===== src/rtl/spi_target_pkg.sv =====
// Shared definitions for the 3-wire SPI register target.
// Holds the FSM state encoding, the 16-bit instruction header field
// positions and the W-field byte-count codes.
package spi_target_pkg;

  typedef enum logic [2:0] {
    IDLE,
    INSTR,
    WR_DATA,
    RD_DATA,
    DONE
  } state_e;

  // Instruction header layout: {R/W, W1:W0, A12:A0}
  localparam int unsigned RW_BIT  = 15;
  localparam int unsigned W_MSB   = 14;
  localparam int unsigned W_LSB   = 13;
  localparam int unsigned HDR_LEN = 16;

  // Bit counter must reach HDR_LEN-1; data bytes reuse the same counter.
  localparam int unsigned HDR_CNT_W = $clog2(HDR_LEN);

  // W-field codes: number of data bytes in the transfer
  localparam logic [1:0] W_ONE    = 2'b00;
  localparam logic [1:0] W_TWO    = 2'b01;
  localparam logic [1:0] W_THREE  = 2'b10;
  localparam logic [1:0] W_STREAM = 2'b11;

endpackage


===== src/rtl/spi_edge_sync.sv =====
// Synchronizer plus edge detector for one asynchronous input.
// Ports:
//   clk     system clock
//   rst     asynchronous active-high reset (chain clears to 0)
//   din_i   asynchronous pin value
//   level_o synchronized level (SYNC_STAGES clk after the pin)
//   rise_o  one-cycle pulse on a synchronized 0->1 transition
//   fall_o  one-cycle pulse on a synchronized 1->0 transition
// SYNC_STAGES must be at least 2.
module spi_edge_sync #(
  parameter int unsigned SYNC_STAGES = 2
) (
  input  logic clk,
  input  logic rst,
  input  logic din_i,
  output logic level_o,
  output logic rise_o,
  output logic fall_o
);

  logic [SYNC_STAGES-1:0] sync_q;
  logic                   prev_q;

  always_ff @(posedge clk or posedge rst) begin
    if (rst) begin
      sync_q <= '0;
      prev_q <= 1'b0;
    end else begin
      sync_q <= {sync_q[SYNC_STAGES-2:0], din_i};
      prev_q <= sync_q[SYNC_STAGES-1];
    end
  end

  assign level_o = sync_q[SYNC_STAGES-1];
  assign rise_o  = level_o & ~prev_q;
  assign fall_o  = ~level_o & prev_q;

endmodule


===== src/rtl/spi_3wire_target.sv =====
// 3-wire (shared SDIO) SPI responder, mode 0, MSB first.
// Decodes a 16-bit instruction header {R/W, W1:W0, A12:A0} and performs
// register-file writes or reads, decrementing the address after each byte.
// SCLK, CS_N and SDIO are oversampled on clk, which must run at least 12x SCLK.
// Ports:
//   clk, rst          system clock, asynchronous active-high reset
//   spi_sclk_i        SPI clock (CPOL=0)
//   spi_cs_n_i        chip select, active low
//   spi_sdio_i        SDIO pad input
//   spi_sdio_o        SDIO drive value, changed on SCLK fall
//   spi_sdio_oe       1 = target drives SDIO
//   reg_wr_en/addr/data  one-cycle write strobe with address and data
//   reg_rd_en/addr       one-cycle read strobe with address
//   reg_rd_data          read data, valid 1 clk after reg_rd_en
//   frame_err         pulse when CS_N rises mid-header or mid-byte
//   busy              high while a frame is in progress
module spi_3wire_target
  import spi_target_pkg::*;
#(
  parameter int unsigned ADDR_WIDTH  = 13,
  parameter int unsigned DATA_WIDTH  = 8,
  parameter int unsigned SYNC_STAGES = 2
) (
  input  logic                  clk,
  input  logic                  rst,
  input  logic                  spi_sclk_i,
  input  logic                  spi_cs_n_i,
  input  logic                  spi_sdio_i,
  output logic                  spi_sdio_o,
  output logic                  spi_sdio_oe,
  output logic                  reg_wr_en,
  output logic [ADDR_WIDTH-1:0] reg_wr_addr,
  output logic [DATA_WIDTH-1:0] reg_wr_data,
  output logic                  reg_rd_en,
  output logic [ADDR_WIDTH-1:0] reg_rd_addr,
  input  logic [DATA_WIDTH-1:0] reg_rd_data,
  output logic                  frame_err,
  output logic                  busy
);

  // ---------------------------------------------------------------------------
  // Input synchronization
  // ---------------------------------------------------------------------------
  logic sclk_rise, sclk_fall;
  logic cs_rise, cs_fall;
  logic sdio_lvl;
  logic unused_sclk_lvl, unused_cs_lvl, unused_sdio_rise, unused_sdio_fall;

  spi_edge_sync #(
    .SYNC_STAGES(SYNC_STAGES)
  ) u_sync_sclk (
    .clk    (clk),
    .rst    (rst),
    .din_i  (spi_sclk_i),
    .level_o(unused_sclk_lvl),
    .rise_o (sclk_rise),
    .fall_o (sclk_fall)
  );

  // Chain resets to 0, so a CS_N already low when reset releases is not
  // mistaken for a fresh falling edge.
  spi_edge_sync #(
    .SYNC_STAGES(SYNC_STAGES)
  ) u_sync_cs (
    .clk    (clk),
    .rst    (rst),
    .din_i  (spi_cs_n_i),
    .level_o(unused_cs_lvl),
    .rise_o (cs_rise),
    .fall_o (cs_fall)
  );

  spi_edge_sync #(
    .SYNC_STAGES(SYNC_STAGES)
  ) u_sync_sdio (
    .clk    (clk),
    .rst    (rst),
    .din_i  (spi_sdio_i),
    .level_o(sdio_lvl),
    .rise_o (unused_sdio_rise),
    .fall_o (unused_sdio_fall)
  );

  // ---------------------------------------------------------------------------
  // Frame FSM
  // ---------------------------------------------------------------------------
  state_e                 state_q;
  logic [HDR_CNT_W-1:0]   bit_cnt_q;
  logic [HDR_LEN-1:0]     rx_q;
  logic [ADDR_WIDTH-1:0]  addr_q;
  logic [1:0]             bytes_left_q;  // data bytes remaining after the current one
  logic                   stream_q;
  logic [DATA_WIDTH-1:0]  tx_q;
  logic                   ld_q;          // reg_rd_data is valid this cycle
  logic                   last_q;        // final read byte clocked, release SDIO on next fall

  logic                   sdio_o_q, sdio_oe_q;
  logic                   wr_en_q, rd_en_q, frame_err_q;
  logic [ADDR_WIDTH-1:0]  wr_addr_q, rd_addr_q;
  logic [DATA_WIDTH-1:0]  wr_data_q;

  logic [HDR_LEN-1:0]     rx_next;
  logic                   hdr_last_bit;
  logic                   byte_last_bit;
  logic                   final_byte;

  assign rx_next       = {rx_q[HDR_LEN-2:0], sdio_lvl};
  assign hdr_last_bit  = (bit_cnt_q == HDR_CNT_W'(HDR_LEN - 1));
  assign byte_last_bit = (bit_cnt_q == HDR_CNT_W'(DATA_WIDTH - 1));
  assign final_byte    = !stream_q && (bytes_left_q == 2'd0);

  always_ff @(posedge clk or posedge rst) begin
    if (rst) begin
      state_q      <= IDLE;
      bit_cnt_q    <= '0;
      rx_q         <= '0;
      addr_q       <= '0;
      bytes_left_q <= '0;
      stream_q     <= 1'b0;
      tx_q         <= '0;
      ld_q         <= 1'b0;
      last_q       <= 1'b0;
      sdio_o_q     <= 1'b0;
      sdio_oe_q    <= 1'b0;
      wr_en_q      <= 1'b0;
      wr_addr_q    <= '0;
      wr_data_q    <= '0;
      rd_en_q      <= 1'b0;
      rd_addr_q    <= '0;
      frame_err_q  <= 1'b0;
    end else begin
      wr_en_q     <= 1'b0;
      rd_en_q     <= 1'b0;
      frame_err_q <= 1'b0;
      ld_q        <= rd_en_q;
      if (ld_q) begin
        tx_q <= reg_rd_data;
      end

      if (cs_rise) begin
        // CS_N rise outranks any SCLK edge seen in the same cycle.
        if (state_q == INSTR) begin
          frame_err_q <= 1'b1;
        end else if ((state_q == WR_DATA || state_q == RD_DATA) && bit_cnt_q != '0) begin
          frame_err_q <= 1'b1;
        end
        state_q   <= IDLE;
        bit_cnt_q <= '0;
        last_q    <= 1'b0;
        ld_q      <= 1'b0;
        sdio_oe_q <= 1'b0;
        sdio_o_q  <= 1'b0;
      end else begin
        unique case (state_q)
          IDLE: begin
            if (cs_fall) begin
              state_q   <= INSTR;
              bit_cnt_q <= '0;
            end
          end

          INSTR: begin
            if (sclk_rise) begin
              rx_q <= rx_next;
              if (hdr_last_bit) begin
                bit_cnt_q    <= '0;
                addr_q       <= rx_next[ADDR_WIDTH-1:0];
                bytes_left_q <= rx_next[W_MSB:W_LSB];
                stream_q     <= (rx_next[W_MSB:W_LSB] == W_STREAM);
                if (rx_next[RW_BIT]) begin
                  state_q   <= RD_DATA;
                  rd_en_q   <= 1'b1;
                  rd_addr_q <= rx_next[ADDR_WIDTH-1:0];
                end else begin
                  state_q <= WR_DATA;
                end
              end else begin
                bit_cnt_q <= bit_cnt_q + HDR_CNT_W'(1);
              end
            end
          end

          WR_DATA: begin
            if (sclk_rise) begin
              rx_q <= rx_next;
              if (byte_last_bit) begin
                bit_cnt_q <= '0;
                wr_en_q   <= 1'b1;
                wr_addr_q <= addr_q;
                wr_data_q <= rx_next[DATA_WIDTH-1:0];
                addr_q    <= addr_q - ADDR_WIDTH'(1);
                if (final_byte) begin
                  state_q <= DONE;
                end else if (!stream_q) begin
                  bytes_left_q <= bytes_left_q - 2'd1;
                end
              end else begin
                bit_cnt_q <= bit_cnt_q + HDR_CNT_W'(1);
              end
            end
          end

          RD_DATA: begin
            if (sclk_rise) begin
              if (byte_last_bit) begin
                bit_cnt_q <= '0;
                if (final_byte) begin
                  last_q <= 1'b1;
                end else begin
                  // Prefetch the next byte so it is loaded before the next fall.
                  rd_en_q   <= 1'b1;
                  rd_addr_q <= addr_q - ADDR_WIDTH'(1);
                  addr_q    <= addr_q - ADDR_WIDTH'(1);
                  if (!stream_q) begin
                    bytes_left_q <= bytes_left_q - 2'd1;
                  end
                end
              end else begin
                bit_cnt_q <= bit_cnt_q + HDR_CNT_W'(1);
              end
            end else if (sclk_fall) begin
              if (last_q) begin
                last_q    <= 1'b0;
                sdio_oe_q <= 1'b0;
                sdio_o_q  <= 1'b0;
                state_q   <= DONE;
              end else begin
                sdio_oe_q <= 1'b1;
                sdio_o_q  <= tx_q[DATA_WIDTH-1];
                tx_q      <= tx_q << 1;
              end
            end
          end

          DONE: begin
            sdio_oe_q <= 1'b0;
          end

          default: begin
            state_q <= IDLE;
          end
        endcase
      end
    end
  end

  assign spi_sdio_o  = sdio_o_q;
  assign spi_sdio_oe = sdio_oe_q;
  assign reg_wr_en   = wr_en_q;
  assign reg_wr_addr = wr_addr_q;
  assign reg_wr_data = wr_data_q;
  assign reg_rd_en   = rd_en_q;
  assign reg_rd_addr = rd_addr_q;
  assign frame_err   = frame_err_q;
  assign busy        = (state_q != IDLE);

endmodule


===== config.mk =====
export PLATFORM = sky130hd
export DESIGN_NAME = spi_3wire_target
export DESIGN_NICKNAME = d
export VERILOG_FILES = /design/src/rtl/spi_target_pkg.sv /design/src/rtl/spi_edge_sync.sv /design/src/rtl/spi_3wire_target.sv
export SDC_FILE = /design/constraint.sdc
export NUM_CORES = 1
export LEC_CHECK = 0
export ABC_CLOCK_PERIOD_IN_PS = 9990
export CAP_MARGIN = 0
export CORE_MARGIN = 3
export CORE_UTILIZATION = 40
export DETAILED_ROUTE_END_ITERATION = 10
export PLACE_DENSITY_LB_ADDON = 0.05
export REMOVE_ABC_BUFFERS = 1
export SETUP_SLACK_MARGIN = 0.15
export SYNTH_ARGS = -nofsm -noshare
export SYNTH_HDL_FRONTEND = slang
export SYNTH_SLANG_ARGS = --single-unit

===== constraint.sdc =====
create_clock -name clk -period 9.99 [get_ports clk]
set_clock_uncertainty 0.05 [all_clocks]
set_input_delay 1.998 -clock clk [delete_from_list [all_inputs] [get_ports clk]]
set_output_delay 1.998 -clock clk [all_outputs]
set_load 0.1 [all_outputs]

==> Word level (Yosys, flattened, before mapping) <==
Index checks and enable logic that the tools add are counted.
Widths: inputs -> output; s select.
{ "classes": {"n_eq_ne": 33, "add_sub_neg": 3, "muxes": 76, "n_bitwise": 9, "reduce_logical": 29} }
{ "op_table": {"columns": ["operator", "n"], "rows": [
  ["$mux 13", 10],
  ["$mux 8", 6],
  ["$pmux 13 s3", 1],
  ["$mux 1", 31],
  ["$mux 3", 10],
  ["$ne 3x3->1 const B", 9],
  ["$pmux 13 s2", 1],
  ["$mux 4", 6],
  ["$ne 2x2->1 const B", 11],
  ["$reduce_and 4->1", 4],
  ["$reduce_and 8->1", 2],
  ["$pmux 3 s5", 1],
  ["$sub 13x1->13 const B", 1],
  ["$mux 2", 6],
  ["$pmux 4 s3", 1],
  ["$reduce_bool 3->1", 4],
  ["$reduce_and 10->1", 1],
  ["$ne 3x1->1 const B", 3],
  ["$reduce_and 3->1", 3],
  ["$reduce_and 9->1", 1],
  ["$reduce_bool 2->1", 4],
  ["$reduce_bool 4->1", 2],
  ["$eq 3x2->1 const B", 2],
  ["$ne 2x1->1 const B", 3],
  ["17 further kinds", 27]
]} }
{ "totals": {"word_cells": 172, "input_bits": 13, "ff_bits": 95, "output_inout_bits": 40} }

==> Depth between registers and ports, before layout <==
{ "logic_depth": {"word_depth": 7, "ltp_mapped": 8, "mapped_depth_nobuf": 6} }

==> Modules after synthesis <==
A second synthesis with hierarchy kept.
{ "hier_totals": {"hier_cells": 434, "area_unflattened_um2": 4678.2} }
{ "by_module_without_submodules": {"columns": ["mod", "instances", "area_each_um2", "cells_each"], "rows": [
  ["spi_3wire_target", 1, 4396.7, 416],
  ["spi_edge_sync", 3, 93.8, 6]
]} }

==> Least setup slack after synthesis <==
Ideal clock, no wire load.
{ "synth_timing": {"path_kind": "flip-flop to output port", "start": "register state_q[1]", "end": "output busy", "setup_slack_ns": 6.668, "n_path_buf": 1, "path_stages_with_launch": 4, "arrival_time_ns": 1.274, "cell_sequence": "dfrtp_1 > buf_2 > nor3_1 > inv_1"} }
{ "synth_via": {"elab_chain_len": 1} }
{ "synth_lines": {"columns": ["element", "line_no", "rtl"], "rows": [
  ["start, declared", "spi_3wire_target.sv:87", "state_e state_q;"],
  ["start signal, assigned", "spi_3wire_target.sv:114", "state_q <= IDLE;"],
  ["start signal, assigned", "spi_3wire_target.sv:147", "state_q <= IDLE;"],
  ["start signal, assigned", "spi_3wire_target.sv:157", "state_q <= INSTR;"],
  ["$reduce_bool 3->1", "spi_3wire_target.sv:255", "assign busy = (state_q != IDLE);"],
  ["end, declared", "spi_3wire_target.sv:38", "output logic busy"]
]} }
Every way passes these cells.

==> Worst setup path after layout <==
Same ends and word-level chain as after synthesis.

==> summary.txt <==
====================================================================================
Type of the worst min-delay path ......................................   reg -> reg
Storage element area ..................................................    2377 um^2
Highest net fanout along the worst path ...............................           24
Pin count of the biggest net entering global routing ..................           65
DRC violations left ...................................................            0
Deepest clock path buffer count .......................................            2
Inserted Diodes .......................................................            0
Most common cell after layout, fill and taps aside .................... sky130_fd_sc_hd__dfrtp_1
DIE HEIGHT ............................................................     113.8 um
Category of the worst setup path capture point ........................   output pin
EDFF count, synth .....................................................            0
Share of the yosys chip area belonging to registers ...................       51.13%
Number of setup buffers added after CTS ...............................            0
Commonest cells after routing, fill and taps aside .................... 95 x sky130_fd_sc_hd__dfrtp_1, 52 x sky130_fd_sc_hd__clkdlybuf4s50_1, 48 x sky130_fd_sc_hd__mux2_2
Deepest level of the CTS H-tree .......................................            3
Number of vias in the routed layout ...................................         3400
Wire length of the first global-routing pass ..........................     17850 um
Fraction of registers with async set or reset after synthesis .........       100.0%
Initial core utilization ..............................................       41.97%
Endpoints failing setup ...............................................            0
Overflow left after global routing ....................................            0
CTS tree ..............................................................         done
Antenna violations before repair ......................................            0
Yosys cell types ......................................................           60
Full die area .........................................................   12950 um^2
Placeable Area ........................................................   11080 um^2
Hold Slack ............................................................    0.3039 ns
Status ................................................................    completed
Layout net count ......................................................          478
Worst path required time ..............................................      7.94 ns
Skew-Pair Late Insertion Delay ........................................      0.35 ns
DPL Wire Length .......................................................      6949 um
Actual slew at the worst max-slew pin .................................    0.9743 ns
Drt initial violations ................................................          204
Global-route total usage across every layer ...........................       17.40%
Worst rel slew slack ..................................................       34.84%
Hold violation total from the final report ............................            0
Clock tree root driver cell ........................................... sky130_fd_sc_hd__clkbuf_16
Share of final-layout standard cells stronger than drive strength 1 ...       17.28%
Power per standard cell area .......................................... 249.6 nW/um^2
Synthesized area per cell .............................................   11.02 um^2
Port Buffers ..........................................................           52
Final total negative setup slack ......................................         0 ns
Synth Instances .......................................................          422
Max-cap violations ....................................................            0
# fillers .............................................................         1000
RSZ-0062 raised after global routing ..................................           no
Fin. max-slew vios ....................................................            0
Number of sinks driven by the clock tree ..............................           95
Count of antenna-violating nets left after detailed routing ...........            0
Minimum period implied by the final worst setup slack .................     4.595 ns
Maximum VDD drop ......................................................  0.0001374 V
Rows ..................................................................           38
Area of the mapped netlist ............................................    4649 um^2
Routed wirelength normalized by instance count ........................     17.60 um
Leakage dissipation ...................................................     2.471 nW
Vias per std cell .....................................................        5.638
Multi-input combinational cell area ...................................    2058 um^2
CP Launch Type ........................................................     register
Initial DRT Pass Iterations ...........................................            5
I/O pin cnt ...........................................................           53
Post-synthesis register bit count .....................................           95
Vias in the first global route ........................................         3435
Total power ...........................................................     1.391 mW
Synth warn ............................................................            0
Width of the chip .....................................................     113.8 um
Most used flip-flop cell after synthesis .............................. sky130_fd_sc_hd__dfrtp_1
Wire length after detailed routing ....................................     10610 um
Cts bufs inserted .....................................................            9
Start-to-end type of the worst setup path .............................   reg -> out
Number of buffers inserted for hold repair after clock tree synthesis .            0
Worst-path clk slew ...................................................      0.07 ns
WP data arrival .......................................................      2.55 ns
Placer Congestion .....................................................       0.7874
Final worst path period share .........................................       45.99%
Number of gates resized after cts .....................................            0
Top achievable clock speed ............................................    217.6 MHz
Synth-to-layout area growth ...........................................       19.86%
====================================================================================
Yosys cell counts, types with 3 or more instances:
cell type / number / area (um^2)
sky130_fd_sc_hd__xor2_1: 3 / 26.28
sky130_fd_sc_hd__nor2_1: 28 / 105.1
sky130_fd_sc_hd__ha_1: 7 / 87.58
sky130_fd_sc_hd__or3_1: 6 / 37.54
sky130_fd_sc_hd__a31oi_1: 14 / 87.58
sky130_fd_sc_hd__a221oi_1: 3 / 26.28
sky130_fd_sc_hd__dfrtp_1: 95 / 2377
sky130_fd_sc_hd__xnor2_1: 3 / 26.28
sky130_fd_sc_hd__nand4_1: 7 / 43.79
sky130_fd_sc_hd__nand3_1: 7 / 35.03
sky130_fd_sc_hd__o211ai_1: 7 / 52.55
sky130_fd_sc_hd__o21ai_0: 15 / 75.07
sky130_fd_sc_hd__o31ai_1: 3 / 22.52
sky130_fd_sc_hd__nor2b_1: 4 / 25.02
sky130_fd_sc_hd__o2bb2ai_1: 5 / 43.79
sky130_fd_sc_hd__or4_1: 3 / 22.52
sky130_fd_sc_hd__mux2_2: 48 / 540.5
sky130_fd_sc_hd__nor3_1: 6 / 30.03
sky130_fd_sc_hd__inv_1: 19 / 71.32
sky130_fd_sc_hd__mux2i_1: 12 / 120.1
sky130_fd_sc_hd__nor4_1: 7 / 43.79
sky130_fd_sc_hd__or2_2: 3 / 18.77
sky130_fd_sc_hd__nand2b_1: 6 / 37.54
sky130_fd_sc_hd__o22ai_1: 3 / 18.77
sky130_fd_sc_hd__nand3b_1: 5 / 37.54
sky130_fd_sc_hd__a21oi_1: 19 / 95.09
sky130_fd_sc_hd__nand2_1: 16 / 60.06
sky130_fd_sc_hd__a211oi_1: 3 / 22.52
sky130_fd_sc_hd__clkbuf_1: 17 / 63.81
sky130_fd_sc_hd__buf_2: 9 / 45.04
worst paths after layout:
kind	from	endpoint	slack (ns)	depth (start not counted)
max	state_q[1]	busy	5.40	3
max in group asynchronous	rst	rx_q[1]	6.82	3
max reg2reg	state_q[1]	reg_rd_addr[10]	6.95	4
min in group asynchronous	rst	bit_cnt_q[1]	1.94	2
min	u_sync_cs.sync_q[0]	u_sync_cs.sync_q[1]	0.30	0
min reg2reg	u_sync_cs.sync_q[0]	u_sync_cs.sync_q[1]	0.30	0
metal layers:
| layer | wire length, um | global-route usage, % | part of all wire, % | vias up |
|---|---|---|---|---|
| met4 | 212 | 6.809 | 2.0 | 0 |
| met1 | 4936 | 22.84 | 47 | 1703 |
| met5 | 0 | 0 | 0 | - |
| li1 | - | - | - | 1621 |
| met2 | 5107 | 28.58 | 48 | 64 |
| met3 | 356 | 3.289 | 3.4 | 12 |
state kept, by name (all words and copies together) (netlist names), 2 cells and up:
name,flops
rx_q,15
addr_q,13
reg_rd_addr,13
reg_wr_addr,13
reg_wr_data,8
tx_q,8
bit_cnt_q,4
state_q,3
bytes_left_q,2
u_sync_cs.sync_q,2
u_sync_sclk.sync_q,2
u_sync_sdio.sync_q,2
logic make-up after synthesis:
family                     after synthesis  share of synthesized area [%]
xor gates and xnor gates                 6                          1.130
adders and majority gates                7                          1.884
and+or+nand+nor                        114                          13.75
AOI/OAI and AO/OA                       90                          13.29
buffers and inverters                   50                          4.602
DFF                                     95                          51.13
muxes                                   60                          14.21
layout make-up:
type,count,area share [%]
clock buffer,10,4.109
clock inverter,6,1.953
inverter,19,1.325
multi-input combinational,277,36.93
sequential,95,42.66
tap,140,3.143
timing repair buffer,56,9.879
power by group:
part	internal, mW	total [mW]	switching (mW)
sequential	0.436	0.518	0.0823
combinational	0.186	0.480	0.293
clock	0.244	0.393	0.149
worst max-delay path: stages, from the launching register on:
cell                              delay, ns
sky130_fd_sc_hd__dfrtp_1               0.80
sky130_fd_sc_hd__nor3_1                0.18
sky130_fd_sc_hd__inv_1                 0.09
sky130_fd_sc_hd__clkdlybuf4s50_1       1.12
per-stage QoR:
stage	instances	utilization [%]	setup slack, ns	instance area, um^2
finish	603	50.30	5.395	5573
global route	603	50.30	5.273	5573
CTS	603	50.30	5.398	5573
detailed placement	587	47.26	5.779	5235
global placement	587	47.26	5.848	5235
floorplan	391	-	5.465	4507
No activity file was read; power rests on OpenSTA's default activity.
